File: config.mk
export PLATFORM = sky130hd
export DESIGN_NAME = mult_seq_module_flat
export DESIGN_NICKNAME = d
export VERILOG_FILES = /design/src/rtl/mult_seq_module_if.sv /design/src/rtl/mult_seq_module.sv /design/src/flat_wrapper.sv
export SDC_FILE = /design/constraint.sdc
export NUM_CORES = 1
export LEC_CHECK = 0
export BUFFER_PORTS_ARGS = -buffer_cell sky130_fd_sc_hd__buf_2
export CAP_MARGIN = 20
export CORE_MARGIN = 2
export CORE_UTILIZATION = 55
export CTS_CLUSTER_DIAMETER = 50
export CTS_CLUSTER_SIZE = 25
export DETAILED_ROUTE_END_ITERATION = 8
export MAX_ROUTING_LAYER = met4
export PLACE_DENSITY = 0.86
export SLEW_MARGIN = 30
export SYNTH_ARGS = -nofsm -noshare
export SYNTH_HDL_FRONTEND = slang
export SYNTH_SLANG_ARGS = --single-unit
export TNS_END_PERCENT = 1
File: constraint.sdc
create_clock -name clock -period 6.36 [get_ports clock]
set_input_delay 1.908 -clock clock [delete_from_list [all_inputs] [get_ports clock]]
set_output_delay 1.908 -clock clock [all_outputs]
set_load 0.005 [all_outputs]
File: src/rtl/mult_seq_module_if.sv
// Request/response bundle shared by the sequential multiplier and its requester.
// The master side issues ctrl_MULT with its operands. The slave side (the
// multiplier) returns the registered product, the overflow flag and the
// ready strobes.
interface mult_seq_module_if #(
  parameter int WIDTH_A = 32,
  parameter int WIDTH_B = 16
);
  logic               ctrl_MULT;
  logic [WIDTH_A-1:0] data_operandA;
  logic [WIDTH_B-1:0] data_operandB;
  logic [WIDTH_A-1:0] data_result;
  logic               data_exception;
  logic               data_inputRDY;
  logic               data_resultRDY;

  modport master (
    output ctrl_MULT, data_operandA, data_operandB,
    input  data_result, data_exception, data_inputRDY, data_resultRDY
  );

  modport slave (
    input  ctrl_MULT, data_operandA, data_operandB,
    output data_result, data_exception, data_inputRDY, data_resultRDY
  );
endinterface

File: src/rtl/mult_seq_module.sv
// Sequential signed multiplier using radix-2 shift-add on operand magnitudes.
// It processes one multiplier bit per clock and re-applies the sign at the end.
// It returns the low WIDTH_A bits of the product and flags results that do not
// fit in WIDTH_A signed bits.
// Optional build macro MULT_EARLY_TERM_EN: RUN also finishes as soon as the
// remaining multiplier bits are all zero, so latency is 1..WIDTH_B iterations.
//
// state | meaning
// IDLE  | waiting for ctrl_MULT, inputRDY=1
// RUN   | shift-add iterations in progress, inputRDY=0
// DONE  | result valid this cycle (resultRDY pulse), new request may be accepted
module mult_seq_module #(
  parameter int WIDTH_A = 32,
  parameter int WIDTH_B = 16
) (
  input  logic              clock,
  input  logic              reset,
  mult_seq_module_if.slave  bus
);
  localparam int ACC_W = WIDTH_A + WIDTH_B;
  localparam int CNT_W = $clog2(WIDTH_B + 1);

  typedef enum logic [1:0] {IDLE, RUN, DONE} state_t;

  state_t             state;
  logic [ACC_W-1:0]   mcand;
  logic [WIDTH_B-1:0] mplier;
  logic [ACC_W-1:0]   acc;
  logic [CNT_W-1:0]   cnt;
  logic               sign_q;
  logic [WIDTH_A-1:0] res_q;
  logic               exc_q;
  logic               in_rdy_q;
  logic               res_rdy_q;

  logic [WIDTH_A-1:0]      a_mag;
  logic [WIDTH_B-1:0]      b_mag;
  logic [ACC_W-1:0]        acc_sum;
  logic [WIDTH_B-1:0]      mplier_sh;
  logic signed [ACC_W:0]   prod;
  logic [ACC_W-WIDTH_A+1:0] prod_top;
  logic                    prod_ovf;
  logic                    last_iter;

  // Operand magnitudes, next accumulator and the signed product of the final iteration.
  // The most negative operand value maps onto its own bit pattern, which is
  // still the correct unsigned magnitude.
  always_comb begin
    a_mag     = bus.data_operandA[WIDTH_A-1] ? -bus.data_operandA : bus.data_operandA;
    b_mag     = bus.data_operandB[WIDTH_B-1] ? -bus.data_operandB : bus.data_operandB;
    acc_sum   = acc + (mplier[0] ? mcand : '0);
    mplier_sh = mplier >> 1;
    prod      = sign_q ? -$signed({1'b0, acc_sum}) : $signed({1'b0, acc_sum});
    prod_top  = prod[ACC_W:WIDTH_A-1];
    prod_ovf  = ~((&prod_top) | ~(|prod_top));
`ifdef MULT_EARLY_TERM_EN
    last_iter = (cnt == CNT_W'(WIDTH_B - 1)) || (mplier_sh == '0);
`else
    last_iter = (cnt == CNT_W'(WIDTH_B - 1));
`endif
  end

  // Control FSM with datapath registers and registered handshake outputs.
  always_ff @(posedge clock) begin
    if (reset) begin
      state     <= IDLE;
      mcand     <= '0;
      mplier    <= '0;
      acc       <= '0;
      cnt       <= '0;
      sign_q    <= 1'b0;
      res_q     <= '0;
      exc_q     <= 1'b0;
      in_rdy_q  <= 1'b1;
      res_rdy_q <= 1'b0;
    end else begin
      case (state)
        IDLE, DONE: begin
          res_rdy_q <= 1'b0;
          if (bus.ctrl_MULT) begin
            mcand    <= {{WIDTH_B{1'b0}}, a_mag};
            mplier   <= b_mag;
            sign_q   <= bus.data_operandA[WIDTH_A-1] ^ bus.data_operandB[WIDTH_B-1];
            acc      <= '0;
            cnt      <= '0;
            in_rdy_q <= 1'b0;
            state    <= RUN;
          end else begin
            in_rdy_q <= 1'b1;
            state    <= IDLE;
          end
        end
        RUN: begin
          acc    <= acc_sum;
          mcand  <= mcand << 1;
          mplier <= mplier_sh;
          cnt    <= cnt + 1'b1;
          if (last_iter) begin
            res_q     <= prod[WIDTH_A-1:0];
            exc_q     <= prod_ovf;
            in_rdy_q  <= 1'b1;
            res_rdy_q <= 1'b1;
            state     <= DONE;
          end
        end
        default: begin
          in_rdy_q  <= 1'b1;
          res_rdy_q <= 1'b0;
          state     <= IDLE;
        end
      endcase
    end
  end

  assign bus.data_result    = res_q;
  assign bus.data_exception = exc_q;
  assign bus.data_inputRDY  = in_rdy_q;
  assign bus.data_resultRDY = res_rdy_q;
endmodule

File: src/flat_wrapper.sv
// flat-port wrapper written by rule: the top's interface ports become plain ports
module mult_seq_module_flat 
#(
  parameter int WIDTH_A = 32,
  parameter int WIDTH_B = 16
)
  (clock, reset, bus_ctrl_MULT, bus_data_operandA, bus_data_operandB, bus_data_result, bus_data_exception, bus_data_inputRDY, bus_data_resultRDY);
  mult_seq_module_if #(.WIDTH_A(WIDTH_A), .WIDTH_B(WIDTH_B)) bus_i ();
  input  logic clock;
  input  logic reset;
  input wire logic [$bits(bus_i.ctrl_MULT)-1:0] bus_ctrl_MULT;
  input wire logic [$bits(bus_i.data_operandA)-1:0] bus_data_operandA;
  input wire logic [$bits(bus_i.data_operandB)-1:0] bus_data_operandB;
  output wire logic [$bits(bus_i.data_result)-1:0] bus_data_result;
  output wire logic [$bits(bus_i.data_exception)-1:0] bus_data_exception;
  output wire logic [$bits(bus_i.data_inputRDY)-1:0] bus_data_inputRDY;
  output wire logic [$bits(bus_i.data_resultRDY)-1:0] bus_data_resultRDY;
  assign bus_i.ctrl_MULT = bus_ctrl_MULT;
  assign bus_i.data_operandA = bus_data_operandA;
  assign bus_i.data_operandB = bus_data_operandB;
  assign bus_data_result = bus_i.data_result;
  assign bus_data_exception = bus_i.data_exception;
  assign bus_data_inputRDY = bus_i.data_inputRDY;
  assign bus_data_resultRDY = bus_i.data_resultRDY;
  mult_seq_module #(.WIDTH_A(WIDTH_A), .WIDTH_B(WIDTH_B)) u_core (.clock(clock), .reset(reset), .bus(bus_i));
endmodule
Word-level counts from Yosys, hierarchy flattened
Cells that the tools add are included.

word-level totals
  register bits = 155
  bits of input ports = 51
  output and inout bits = 35

cells by class
  mux-type cells = 18
  bitwise logic cells = 5
  equal/unequal tests = 5
  add/sub/neg operators = 5
  reduce and logical (&&, ||, !) cells = 9

operator list
  operator             number
  $pmux 48 s2          2
  $mux 48              3
  $mux 49              1
  $neg 48->49          1
  $add 48x48->48       1
  $mux 16              2
  $mux 32              1
  $neg 32->32          1
  $pmux 16 s2          1
  $reduce_and 18->1    1
  $reduce_or 18->1     1
  $neg 16->16          1
  $pmux 5 s2           1
  $reduce_and 2->1     3
  $add 5x1->5 const B  1
  $eq 5x4->1 const B   1
  $mux 5               1
  $pmux 2 s2           1
  $reduce_or 2->1      2
  $mux 1               3
  $not 1->1            3
  $eq 2x1->1 const B   1
  $eq 2x2->1 const B   1
  $logic_not 2->1      1
  other kinds (7)      7

Longest topological paths before layout
  depth in word-level cells = 8
  depth in mapped cells = 21

Worst setup path after synthesis
Ideal clock, no wire load.

  kind = register to register
  start point = reg u_core.mplier[0]
  end point = reg u_core.exc_q (netlist: u_core.bus.data_exception)
  data required time = 6.231 ns
  arrival time = 5.182 ns
  path slack = 1.049 ns
  cell stages (with the launch flop) = 22
  period minus slack after synthesis = 5.311 ns
  path through = dfxtp_1 -> clkbuf_1 -> clkbuf_1 -> and2_1 -> ha_1 -> inv_1 -> fa_1 -> nand2b_1 -> a2111oi_2 -> a211oi_2 -> xnor2_1 -> a211o_1 -> or3_1 -> buf_2 -> or3_4 -> or2_1 -> buf_6 -> or4_4 -> o21ai_0 -> xor2_1 -> o41ai_1 -> a31oi_1

on the way
  longest elaborated chain between the ends = 8

ends and longest elaborated chain
  what                      RTL line                text
  start: declaration        mult_seq_module.sv:27   logic [WIDTH_B-1:0] mplier;
  start signal: assignment  mult_seq_module.sv:82   mplier <= b_mag;
  start signal: assignment  mult_seq_module.sv:96   mplier <= mplier_sh;
  $mux 48 (*)               mult_seq_module.sv:51   acc_sum = acc + (mplier[0] ? mcand : '0);
  $add 48x48->48 (*)        mult_seq_module.sv:51
  $neg 48->49               mult_seq_module.sv:53   prod = sign_q ? -$signed({1'b0, acc_sum}) : $signed({1'b0, acc_sum});
  $mux 49 (*)               mult_seq_module.sv:53
  $reduce_or 18->1          mult_seq_module.sv:55   prod_ovf = ~((&prod_top) | ~(|prod_top));
  $not 1->1                 mult_seq_module.sv:55
  $or 1x1->1 (*)            mult_seq_module.sv:55
  $not 1->1 (*)             mult_seq_module.sv:55
  end signal: assignment    mult_seq_module.sv:100  exc_q <= prod_ovf;
  end: declaration          mult_seq_module.sv:32   logic exc_q;

Mark *: on every way between the ends. The rest lies on a longest branch, timed or not.
A chain may end at the register's enable or synchronous reset.

Worst setup path in the final report
Ends and elaborated chain as after synthesis.

==> run metrics <==
# Post-CTS Setup Buffers=0; critical path capture point type=flop; Fmax achieved=0.1730 GHz; asr flop ratio synth=0; Syn-to-layout area delta=9.595%; Worst Setup Path Type=reg -> reg; top post-synthesis cells by area=dfxtp_1 27%, nor2_1 6.6%, xor2_1 5.7%; post-synth top area cell=dfxtp_1; Final setup viols=0; average cell area after synthesis=7.717 µm²; vias in the first global route=10660; PD cells=207.0 mW/mm²; DRC viols=0; layout cells sized above 1=0.1135; Syn Inst Count=1499; Synth top area share=0.2683; Final min period=5.780 ns; total grt overflow=0; adder-cell area share of the yosys netlist=0.05798; largest family of logic cells by synthesized area=compound AO/OA/AOI/OAI gates; Design Area, Final=0.01268 mm²; Post-CTS Hold Fix Bufs=0; # diodes=0; slowest cell on the critical path=dfxtp_1; Worst slew margin=0.3901; initial antenna violation count=0; CP Data Required Time=6.66 ns; largest net degree at the start of global routing=89; Placeable Area=0.02082 mm²; Post-Synth Simple-Gate Area=0.2540; pre-CTS setup slack=0.6926 ns; Synth Net Count=1603; CTS clk-pin slew, worst paths=0.07 ns; First-pass DRT Iterations=5; Synth cell types=94; Finished Core Util=0.6088; later-pin clock latency in the skew report=0.43 ns; port bufs=85; mux cell area share after synthesis=0.006382; via count=11700; sequential fraction of the synthesis area=0.2683; global-route wire length before repair=56.41 mm; Post-synth EDFFs=0; cts bufs inserted=17; VDD IR-drop max=0.1760 mV; XOR/XNOR Fraction of Synth Area=0.08242; yosys synthesis warning count=0; antenna-violating nets left=0; routability cong.=1.004; Post-Route Skew=0.01307 ns; Post-Route WL=35.54 mm; Overall Global Routing Usage=0.3272; Fin Setup TNS=0 ns; CTS tree=yes; clock root buffer=clkbuf_16; Max clock buf depth=2; die area=0.02221 mm²; Final Max Slew Viols=0; Mapped Area=0.01157 mm²; clock sink count=155; hpwl dp=27.02 mm; Filler cells=1873; Compound-Gate Fraction of Synth Area=0.2898; IO Pins=86; Final Hold Fails=0; nets=1624; Seq cells post-synth=155; CP max stage delay=0.67 ns; status=finished, final reports clean; Max Cap Viol=0; RSZ-0062 raised after global routing=false; DRT iter0 DRCs=990; Final period util=0.9089; worst-margin pin slew=0.9126 ns; placed cell areas=0.01207 mm²; num rows=53; wire length per cell=19.66 µm; setup ws final=0.5797 ns; Crit Path Max Fanout=25; total power=2.624 mW; ys flop type=dfxtp_1; worst min path class=reg -> reg; startpoint types=flop; crit-path cells=and2_1 > ha_1 > inv_1 > fa_1 > nand2b_1 > a2111oi_2 > a211oi_2 > xnor2_1 > a211o_1 > or3_1 > or3_4 > or2_1 > or4_4 > o21ai_0 > xor2_1 > o41ai_1 > a31oi_1; Arr. time, crit path=6.08 ns; DIE WIDTH=149.0 µm; H-tree levels=4; Lkg Pwr=5.057 nW; DR vias/cell=6.473; initial core utilization=0.5555; CTS resizes=0; Die Ht=149.0 µm
[sequential cells by signal, summed over array words and instances, names as in the netlist]
register / flops
u_core.sign_q: 1
u_core.bus.data_result: 32
u_core.bus.data_resultRDY: 1
u_core.mplier: 16
u_core.acc: 48
u_core.cnt: 5
u_core.mcand: 48
u_core.bus.data_exception: 1
u_core.bus.data_inputRDY: 1
u_core.state: 2
[path summary, 6_finish.rpt]
path / cells past startpoint / startpoint / end / slack [ns]
worst max-delay path: 17 / u_core.mplier[0] / u_core.bus.data_exception / 0.58
worst min-delay path: 2 / u_core.bus.data_inputRDY / u_core.bus.data_inputRDY / 0.45
worst max register to register: 17 / u_core.mplier[0] / u_core.bus.data_exception / 0.58
worst min register to register: 2 / u_core.bus.data_inputRDY / u_core.bus.data_inputRDY / 0.45
[cell type report]
cell class | count | area (µm²) | share of cell area
well taps | 275 | 344.1 | 0.02714
clock buffers | 17 | 425.4 | 0.03356
multi-input cells | 1225 | 8015 | 0.6323
clock inverters | 15 | 180.2 | 0.01421
repair buffers | 98 | 523.0 | 0.04126
inverters | 23 | 86.33 | 0.006810
flip-flops and latches | 155 | 3103 | 0.2448
[cells in the final DEF, fill, tap and decap left out, types with 17 or more instances in the layout]
master | netlist | routed
o21a_1 | 17 | 17
o21ai_0 | 91 | 91
nand3_1 | 21 | 21
ha_1 | 52 | 52
xnor2_1 | 32 | 32
buf_2 | 3 | 85
nand2_1 | 120 | 120
nor2_1 | 202 | 200
a22o_1 | 57 | 57
inv_1 | 23 | 23
nand4_1 | 31 | 31
xor2_1 | 75 | 75
nor3_1 | 41 | 40
and2_1 | 52 | 51
or3_1 | 23 | 23
clkbuf_16 | 0 | 17
a2111oi_0 | 43 | 43
a21oi_1 | 70 | 70
o31ai_1 | 22 | 22
dfxtp_1 | 155 | 155
a211oi_1 | 37 | 37
[power by group]
group	switching (mW)	internal [mW]	leakage, nW
Sequential	0.0301	1.01	1.26
Combinational	0.322	0.188	3.50
Clock	0.481	0.595	0.292
Total	0.833	1.79	5.06
[worst max-delay path, delay by kind of cell (launching register included)]
family                   cells  cell delay (ns)
buffers and inverters        1             0.07
AO/OA/AOI/OAI                6             1.64
flip-flops                   1             0.67
XOR/XNOR                     2             0.35
AND/OR/NAND/NOR              6             2.31
adder cells (fa/ha/maj)      2             0.64
[per-layer routing]
metal | global-route usage | share of wire | vias up
li1 | - | - | 5634
met1 | 0.4551 | 0.46 | 5540
met2 | 0.4859 | 0.43 | 474
met3 | 0.07034 | 0.085 | 56
met4 | 0.07762 | 0.020 | 0
met5 | - | 0 | -
[synthesized netlist by cell type, types with 5 or more instances]
cell and number:
a2111oi_0 43, a211o_1 5, a211oi_1 37, a21boi_0 8, a21o_1 16, a21oi_1 70, a22o_1 57, a22oi_1 6
a31oi_1 11, and2_1 52, and3_1 9, and4_1 10, buf_1 6, clkbuf_1 83, dfxtp_1 155, ha_1 52
inv_1 23, nand2_1 120, nand2b_1 12, nand3_1 21, nand4_1 31, nor2_1 202, nor2b_1 7, nor3_1 41
nor4_1 11, o2111ai_1 5, o211ai_1 8, o21a_1 17, o21ai_0 91, o21ai_1 5, o21bai_1 8, o22ai_1 7
o31a_1 6, o31ai_1 22, o41ai_1 8, or2_2 8, or3_1 23, or4_1 10, xnor2_1 32, xor2_1 75
[through the flow]
step / instances / hold WS [ns]
floorplan: 1499 / 0.4250
global placement: 1776 / 0.4310
detailed placement: 1776 / 0.4448
CTS: 1808 / 0.4583
global route: 1808 / 0.4767
finish: 1808 / 0.4505
[cell families (layout without fill, tap and decap cells)]
logic type	count (synthesis)	in the layout
and+or+nand+nor	588	588
AOI/OAI and AO/OA	469	469
DFF	155	155
buffers and inverters	119	153
xor gates and xnor gates	108	108
adders and majority gates	53	53
muxes	7	7
Power figures use the tool's default switching activity.
